--- src/rtl/branch_predict_resolve_pkg.sv ---
`default_nettype none
// ============================================================================
//  Module      : branch_pkg
//  Description : Shared types, funct3 encodings and saturating-counter helpers
//                for the branch prediction / resolution unit.
//  Revision    : 1.0 - initial release
// ============================================================================
package branch_pkg;

    // Conditional-branch condition encodings (RV32I funct3)
    localparam logic [2:0] F3_BEQ  = 3'b000;
    localparam logic [2:0] F3_BNE  = 3'b001;
    localparam logic [2:0] F3_BLT  = 3'b100;
    localparam logic [2:0] F3_BGE  = 3'b101;
    localparam logic [2:0] F3_BLTU = 3'b110;
    localparam logic [2:0] F3_BGEU = 3'b111;

    // 2-bit direction counter; the MSB is the taken prediction
    typedef enum logic [1:0] {
        SNT = 2'b00,
        WNT = 2'b01,
        WT  = 2'b10,
        ST  = 2'b11
    } bht_cnt_t;

    function automatic bht_cnt_t sat_inc(input bht_cnt_t c);
        return (c == ST) ? ST : bht_cnt_t'(c + 2'd1);
    endfunction

    function automatic bht_cnt_t sat_dec(input bht_cnt_t c);
        return (c == SNT) ? SNT : bht_cnt_t'(c - 2'd1);
    endfunction

endpackage
`default_nettype wire

--- src/rtl/branch_predict_resolve_if.sv ---
`default_nettype none
// ============================================================================
//  Module      : branch_predict_resolve_if
//  Description : Fetch-lookup, EX-resolve, redirect and statistics signals of
//                the branch unit. Signal names are as seen from the unit:
//                i_* flow into it, o_* flow out of it.
//                slave  - the branch unit
//                master - the surrounding pipeline
//  Revision    : 1.0 - initial release
// ============================================================================
interface branch_predict_resolve_if #(
    parameter int XLEN   = 32,
    parameter int STAT_W = 32
);
    logic [XLEN-1:0]   i_if_pc;
    logic              o_if_pred_taken;
    logic              i_ex_valid;
    logic              i_ex_branch;
    logic              i_ex_jump;
    logic [2:0]        i_ex_funct3;
    logic              i_ex_eq;
    logic              i_ex_lt;
    logic              i_ex_ltu;
    logic [XLEN-1:0]   i_ex_pc;
    logic              i_ex_pred_taken;
    logic [XLEN-1:0]   i_ex_target;
    logic              o_ex_taken;
    logic              o_ex_illegal;
    logic              o_redirect_valid;
    logic [XLEN-1:0]   o_redirect_pc;
    logic [STAT_W-1:0] o_br_count;
    logic [STAT_W-1:0] o_mp_count;

    modport slave (
        input  i_if_pc, i_ex_valid, i_ex_branch, i_ex_jump, i_ex_funct3,
               i_ex_eq, i_ex_lt, i_ex_ltu, i_ex_pc, i_ex_pred_taken, i_ex_target,
        output o_if_pred_taken, o_ex_taken, o_ex_illegal, o_redirect_valid,
               o_redirect_pc, o_br_count, o_mp_count
    );

    modport master (
        output i_if_pc, i_ex_valid, i_ex_branch, i_ex_jump, i_ex_funct3,
               i_ex_eq, i_ex_lt, i_ex_ltu, i_ex_pc, i_ex_pred_taken, i_ex_target,
        input  o_if_pred_taken, o_ex_taken, o_ex_illegal, o_redirect_valid,
               o_redirect_pc, o_br_count, o_mp_count
    );
endinterface
`default_nettype wire

--- src/rtl/branch_predict_resolve_bht.sv ---
`default_nettype none
// ============================================================================
//  Module      : branch_history_table
//  Description : Table of 2-bit saturating direction counters.
//                i_rd_idx/o_rd_cnt    - asynchronous lookup port
//                i_upd_en/idx/taken   - synchronous training port; the counter
//                                       at i_upd_idx moves toward i_upd_taken
//                i_clk/i_rst          - clock, sync active-high reset (all WNT)
//  Revision    : 1.0 - initial release
// ============================================================================
module branch_history_table
    import branch_pkg::*;
#(
    parameter  int BHT_ENTRIES = 64,
    localparam int IDX_W       = $clog2(BHT_ENTRIES)
) (
    input  wire logic             i_clk,
    input  wire logic             i_rst,
    input  wire logic [IDX_W-1:0] i_rd_idx,
    output bht_cnt_t              o_rd_cnt,
    input  wire logic             i_upd_en,
    input  wire logic [IDX_W-1:0] i_upd_idx,
    input  wire logic             i_upd_taken
);
    bht_cnt_t r_table [BHT_ENTRIES];
    bht_cnt_t w_upd_cur;
    bht_cnt_t w_upd_nxt;

    // Lookup sees the stored value only; a same-cycle update is not bypassed.
    assign o_rd_cnt  = r_table[i_rd_idx];
    assign w_upd_cur = r_table[i_upd_idx];
    assign w_upd_nxt = i_upd_taken ? sat_inc(w_upd_cur) : sat_dec(w_upd_cur);

    always_ff @(posedge i_clk) begin
        if (i_rst) begin
            for (int i = 0; i < BHT_ENTRIES; i++) begin
                r_table[i] <= WNT;
            end
        end else if (i_upd_en) begin
            r_table[i_upd_idx] <= w_upd_nxt;
        end
    end
endmodule
`default_nettype wire

--- src/rtl/branch_predict_resolve.sv ---
`default_nettype none
// ============================================================================
//  Module      : branch_predict_resolve
//  Description : Branch/jump resolution with a 2-bit counter direction
//                predictor, registered one-cycle redirect and saturating
//                branch / mispredict statistics.
//                i_clk, i_rst - clock, synchronous active-high reset
//                bus (slave)  - fetch lookup, EX resolve inputs, resolved
//                               direction, redirect and statistics outputs
//  Revision    : 1.0 - initial release
// ============================================================================
module branch_predict_resolve
    import branch_pkg::*;
#(
    parameter int XLEN        = 32,
    parameter int BHT_ENTRIES = 64,
    parameter int STAT_W      = 32
) (
    input wire logic           i_clk,
    input wire logic           i_rst,
    branch_predict_resolve_if.slave bus
);
    localparam int                IDX_W      = $clog2(BHT_ENTRIES);
    localparam logic [XLEN-1:0]   c_pc_step  = XLEN'(4);
    localparam logic [STAT_W-1:0] c_stat_max = '1;

    logic              w_acc;
    logic              w_ctl;
    logic              w_taken;
    logic              w_illegal;
    logic              w_mispredict;
    logic              w_train;
    logic [XLEN-1:0]   w_redirect_pc;
    bht_cnt_t          w_if_cnt;
    logic              r_redirect_valid;
    logic [XLEN-1:0]   r_redirect_pc;
    logic [STAT_W-1:0] r_br_count;
    logic [STAT_W-1:0] r_mp_count;

    // The instruction sitting in EX during a redirect is wrong-path.
    assign w_acc = bus.i_ex_valid & ~r_redirect_valid;

    // Branch decode wins over jump when both are flagged.
    always_comb begin
        w_taken   = 1'b0;
        w_illegal = 1'b0;
        if (w_acc && bus.i_ex_branch) begin
            case (bus.i_ex_funct3)
                F3_BEQ:  w_taken = bus.i_ex_eq;
                F3_BNE:  w_taken = ~bus.i_ex_eq;
                F3_BLT:  w_taken = bus.i_ex_lt;
                F3_BGE:  w_taken = ~bus.i_ex_lt;
                F3_BLTU: w_taken = bus.i_ex_ltu;
                F3_BGEU: w_taken = ~bus.i_ex_ltu;
                default: w_illegal = 1'b1;
            endcase
        end else if (w_acc && bus.i_ex_jump) begin
            w_taken = 1'b1;
        end
    end

    assign w_ctl         = w_acc & (bus.i_ex_branch | bus.i_ex_jump);
    assign w_mispredict  = w_ctl & (w_taken != bus.i_ex_pred_taken);
    assign w_train       = w_acc & bus.i_ex_branch & ~w_illegal;
    assign w_redirect_pc = w_taken ? bus.i_ex_target : (bus.i_ex_pc + c_pc_step);

    branch_history_table #(
        .BHT_ENTRIES (BHT_ENTRIES)
    ) u_bht (
        .i_clk       (i_clk),
        .i_rst       (i_rst),
        .i_rd_idx    (bus.i_if_pc[IDX_W+1:2]),
        .o_rd_cnt    (w_if_cnt),
        .i_upd_en    (w_train),
        .i_upd_idx   (bus.i_ex_pc[IDX_W+1:2]),
        .i_upd_taken (w_taken)
    );

    // A redirect lasts one cycle; it also blocks acceptance in that cycle, so
    // two redirects can never be adjacent.
    always_ff @(posedge i_clk) begin
        if (i_rst) begin
            r_redirect_valid <= 1'b0;
            r_redirect_pc    <= '0;
        end else begin
            r_redirect_valid <= w_mispredict;
            if (w_mispredict) begin
                r_redirect_pc <= w_redirect_pc;
            end
        end
    end

    always_ff @(posedge i_clk) begin
        if (i_rst) begin
            r_br_count <= '0;
            r_mp_count <= '0;
        end else begin
            if (w_ctl && (r_br_count != c_stat_max)) begin
                r_br_count <= r_br_count + STAT_W'(1);
            end
            if (w_mispredict && (r_mp_count != c_stat_max)) begin
                r_mp_count <= r_mp_count + STAT_W'(1);
            end
        end
    end

    assign bus.o_if_pred_taken  = w_if_cnt[1];
    assign bus.o_ex_taken       = w_taken;
    assign bus.o_ex_illegal     = w_illegal;
    assign bus.o_redirect_valid = r_redirect_valid;
    assign bus.o_redirect_pc    = r_redirect_pc;
    assign bus.o_br_count       = r_br_count;
    assign bus.o_mp_count       = r_mp_count;
endmodule
`default_nettype wire

--- src/flat_wrapper.sv ---
// flat-port wrapper written by rule: the top's interface ports become plain ports
module branch_predict_resolve_flat import branch_pkg::*;
#(
    parameter int XLEN        = 32,
    parameter int BHT_ENTRIES = 64,
    parameter int STAT_W      = 32
)
  (i_clk, i_rst, bus_i_if_pc, bus_i_ex_valid, bus_i_ex_branch, bus_i_ex_jump, bus_i_ex_funct3, bus_i_ex_eq, bus_i_ex_lt, bus_i_ex_ltu, bus_i_ex_pc, bus_i_ex_pred_taken, bus_i_ex_target, bus_o_if_pred_taken, bus_o_ex_taken, bus_o_ex_illegal, bus_o_redirect_valid, bus_o_redirect_pc, bus_o_br_count, bus_o_mp_count);
  branch_predict_resolve_if #(.XLEN(XLEN), .STAT_W(STAT_W)) bus_i ();
  input wire logic i_clk;
  input wire logic i_rst;
  input wire logic [$bits(bus_i.i_if_pc)-1:0] bus_i_if_pc;
  input wire logic [$bits(bus_i.i_ex_valid)-1:0] bus_i_ex_valid;
  input wire logic [$bits(bus_i.i_ex_branch)-1:0] bus_i_ex_branch;
  input wire logic [$bits(bus_i.i_ex_jump)-1:0] bus_i_ex_jump;
  input wire logic [$bits(bus_i.i_ex_funct3)-1:0] bus_i_ex_funct3;
  input wire logic [$bits(bus_i.i_ex_eq)-1:0] bus_i_ex_eq;
  input wire logic [$bits(bus_i.i_ex_lt)-1:0] bus_i_ex_lt;
  input wire logic [$bits(bus_i.i_ex_ltu)-1:0] bus_i_ex_ltu;
  input wire logic [$bits(bus_i.i_ex_pc)-1:0] bus_i_ex_pc;
  input wire logic [$bits(bus_i.i_ex_pred_taken)-1:0] bus_i_ex_pred_taken;
  input wire logic [$bits(bus_i.i_ex_target)-1:0] bus_i_ex_target;
  output wire logic [$bits(bus_i.o_if_pred_taken)-1:0] bus_o_if_pred_taken;
  output wire logic [$bits(bus_i.o_ex_taken)-1:0] bus_o_ex_taken;
  output wire logic [$bits(bus_i.o_ex_illegal)-1:0] bus_o_ex_illegal;
  output wire logic [$bits(bus_i.o_redirect_valid)-1:0] bus_o_redirect_valid;
  output wire logic [$bits(bus_i.o_redirect_pc)-1:0] bus_o_redirect_pc;
  output wire logic [$bits(bus_i.o_br_count)-1:0] bus_o_br_count;
  output wire logic [$bits(bus_i.o_mp_count)-1:0] bus_o_mp_count;
  assign bus_i.i_if_pc = bus_i_if_pc;
  assign bus_i.i_ex_valid = bus_i_ex_valid;
  assign bus_i.i_ex_branch = bus_i_ex_branch;
  assign bus_i.i_ex_jump = bus_i_ex_jump;
  assign bus_i.i_ex_funct3 = bus_i_ex_funct3;
  assign bus_i.i_ex_eq = bus_i_ex_eq;
  assign bus_i.i_ex_lt = bus_i_ex_lt;
  assign bus_i.i_ex_ltu = bus_i_ex_ltu;
  assign bus_i.i_ex_pc = bus_i_ex_pc;
  assign bus_i.i_ex_pred_taken = bus_i_ex_pred_taken;
  assign bus_i.i_ex_target = bus_i_ex_target;
  assign bus_o_if_pred_taken = bus_i.o_if_pred_taken;
  assign bus_o_ex_taken = bus_i.o_ex_taken;
  assign bus_o_ex_illegal = bus_i.o_ex_illegal;
  assign bus_o_redirect_valid = bus_i.o_redirect_valid;
  assign bus_o_redirect_pc = bus_i.o_redirect_pc;
  assign bus_o_br_count = bus_i.o_br_count;
  assign bus_o_mp_count = bus_i.o_mp_count;
  branch_predict_resolve #(.XLEN(XLEN), .BHT_ENTRIES(BHT_ENTRIES), .STAT_W(STAT_W)) u_core (.i_clk(i_clk), .i_rst(i_rst), .bus(bus_i));
endmodule
--- config.mk ---
export PLATFORM = sky130hd
export DESIGN_NAME = branch_predict_resolve_flat
export DESIGN_NICKNAME = d
export VERILOG_FILES = /design/src/rtl/branch_predict_resolve_pkg.sv /design/src/rtl/branch_predict_resolve_if.sv /design/src/rtl/branch_predict_resolve_bht.sv /design/src/rtl/branch_predict_resolve.sv /design/src/flat_wrapper.sv
export SDC_FILE = /design/constraint.sdc
export NUM_CORES = 1
export LEC_CHECK = 0
export BUFFER_PORTS_ARGS = -buffer_cell sky130_fd_sc_hd__buf_2
export CORE_MARGIN = 3
export CORE_UTILIZATION = 30
export CTS_CLUSTER_DIAMETER = 100
export DETAILED_ROUTE_END_ITERATION = 16
export PLACE_DENSITY = 0.5
export SLEW_MARGIN = 20
export SYNTH_ARGS = -nofsm -noshare
export SYNTH_HDL_FRONTEND = slang
export SYNTH_HIERARCHICAL = 1
export SYNTH_SLANG_ARGS = --single-unit
--- constraint.sdc ---
create_clock -name i_clk -period 2.5 [get_ports i_clk]
set_input_delay 0.25 -clock i_clk [delete_from_list [all_inputs] [get_ports i_clk]]
set_output_delay 0.25 -clock i_clk [all_outputs]
set_load 0.01 [all_outputs]
==> flow_summary_export.csv <==
group,metric,value,unit
global_routing,grt_antenna_before_repair,2,
routing,dr.pass1.iters,5,
run_status,violations,"setup timing",
critical_path,path_max_fanout,2,
power_and_ir_drop,peakVddDrop,429.3,uV
place,gp_congestion,0.9070,
floorplanning,dieArea,0.04420,mm^2
sta,fin_ws,-298.0,ps
cells_and_area,syn2layout_area_growth,36.65,%
min_path,hold_path.class,"primary input to register",
floorplanning,io_pins,208,
routing,drt.antenna.violating_nets,0,
sta,fin_crit_sh,111.9,%
place,dp_hpwl,31800,um
sta,fin_skew,7.849,ps
cells_and_area,drive_gt1_share,36.66,%
global_routing,gr-total-overflow,0,
sta,finalSetupViolCount,129,
sta,period_needed,2798,ps
yosys,syn_inst,1291,
yosys,avgSynthCellArea,9.693,um^2
yosys,yosysWarnings,6,
critical_path,r2r_end,"u_core/u_bht/r_table[58][1]",
routing,finalWirelength,45600,um
global_routing,grt_pass1_vias,11250,
routing,wire_per_inst,21.34,um
yosys,synth_nets,1402,
sta,finalMaxSlewViolations,0,
clock_network,cts_tree,"built",
min_path,hold_path_startpoint,"bus_i_ex_target[16]",
cells_and_area,fin_cells,2137,
floorplanning,die_w,210.2,um
global_routing,grt_max_degree,79,
floorplanning,core_area,0.04102,mm^2
critical_path,endpoint_kind,"output pin",
clock_network,clkTransAtPathRegs,60,ps
clock_network,clk_path_buf_depth,3,
critical_path,reg2reg_from,"u_core/u_bht/r_table[56][1]",
sta,fmax,357.4,MHz
clock_network,insertion_delay,550,ps
global_routing,grt_pass1_wl,67410,um
clock_network,h-tree-depth,1,
global_routing,grt_use_total,19.59,%
critical_path,critPathArrivalTime,2550,ps
cells_and_area,nNetsFinal,1698,
sta,tightest_slew,1051,ps
sta,fin_tns_setup,-18390,ps
critical_path,start_kind,"register",
power_and_ir_drop,leakage,6.225,nW
floorplanning,initial_utilization,30.51,%
place,io_buffers,181,
min_path,whs_path_depth,3,
place,dp.cells,2046,
run_status,status,"finished with violations",
cells_and_area,fin_util,41.69,%
clock_network,cts_root_buf,"clkbuf_16",
critical_path,r2r_slack,-270,ps
min_path,min_to,"u_core/bus.o_redirect_pc[16]",
power_and_ir_drop,power_density,567.9,mW/mm^2
floorplanning,die_h,210.2,um
yosys,syn_area,0.01251,mm^2
sta,rsz0062_at_grt,"true",
sta,hold_viol,0,
floorplanning,rows,74,
routing,drc,0,
clock_network,cts_sinks,225,
sta,slew_headroom,29.77,%
cells_and_area,n_fill_cell,4020,
critical_path,r2r_cells,11,
critical_path,cp_data_required_time,2250,ps
routing,viasPerCell,5.519,
run,drv_cap,0,
routing,initialDrtViolationCount,1049,
critical_path,crit_type,"register to output pin",
clock_network,cts_made_buffers,27,
routing,via_count,11790,
[power by group]
part           switching (W)  total (W)  internal (W)
logic                0.00103    0.00186      0.000827
registers          0.0000520    0.00404       0.00399
clock network        0.00156    0.00381       0.00225
[metrics by stage]
stage / hold slack [ps] / worst slack, ps / instance area [um^2] / power, W
after detailed placement: 448.3 / -398.9 / 14750 / 0.005376
after global placement: 442.1 / -343.3 / 14750 / 0.005366
after floorplan: 384.3 / 62.32 / 12510 / 0.004850
after CTS: 9.019 / -311.5 / 16440 / 0.009640
final: 27.43 / -298.0 / 17100 / 0.009711
after global routing: 34.73 / -351.8 / 17100 / 0.01003
[layer usage]
metal  global-route usage, %  up-vias  wire length, um
met2                   32.32      502            21480
met5                       0        -               21
met4                   6.836        4             1359
li1                        -     5466                -
met1                   25.45     5734            19020
met3                   4.361       88             3714
[timing repair]
item	in CTS	in global routing
cloned	12	4
endpoints found under the hold margin	14	0
resized for setup	53	147
setup buffers	13	5
setup endpoints to repair	124	159
pin swaps	24	32
hold buffers	16	0
[registers in the layout, summed over array words and instances, names as in the netlist]
signal	cells
u_core/bus.o_br_count	32
u_core/bus.o_mp_count	32
u_core/bus.o_redirect_pc	32
u_core/bus.o_redirect_valid	1
u_core/u_bht/r_table	128
[placed cells by master (no fill, tap or decap), types with 39 or more instances in the layout]
cell type  instances
nand2_1          108
a21oi_1           70
buf_4            137
buf_2            181
nand4_1           39
dfxtp_1           97
edfxtp_1         128
nand3_2           46
o21ai_0           60
nor2_1           100
nand3_1           42
[final cells by class]
cell class                      count  area (um^2)  area share (%)
Antenna cell                        1        2.502         0.01463
Clock buffer                       38        775.7           4.537
Clock inverter                      8        70.07          0.4098
Inverter                           21        78.83          0.4610
Sequential cell                   225         5786           33.84
Tap cell                          532        665.6           3.893
Timing Repair Buffer              375         2924           17.10
Multi-Input combinational cell    937         6797           39.75
[worst max-delay path, stage by stage (launching register included)]
cell and delay [ps]:
edfxtp_1 450, mux4_2 510, mux4_2 520, nor2b_1 160, a211oi_1 160, a21oi_1 60, buf_2 140
[worst max-delay path by stage]
stage | endpoint | cells past startpoint | startpoint | slack [ps]
global placement | u_core/u_bht/r_table[60][1] | 9 | bus_i_ex_pc[2] | -340
CTS | bus_o_if_pred_taken | 6 | u_core/u_bht/r_table[14][1] | -310
finish | bus_o_if_pred_taken | 6 | u_core/u_bht/r_table[6][1] | -300
global route | bus_o_if_pred_taken | 6 | u_core/u_bht/r_table[14][1] | -350
floorplan | u_core/u_bht/r_table[57][1] | 10 | u_core/bus.o_redirect_valid | 60
detailed placement | u_core/u_bht/r_table[56][1] | 9 | bus_i_ex_pc[2] | -400
Power figures use the tool's default switching activity.
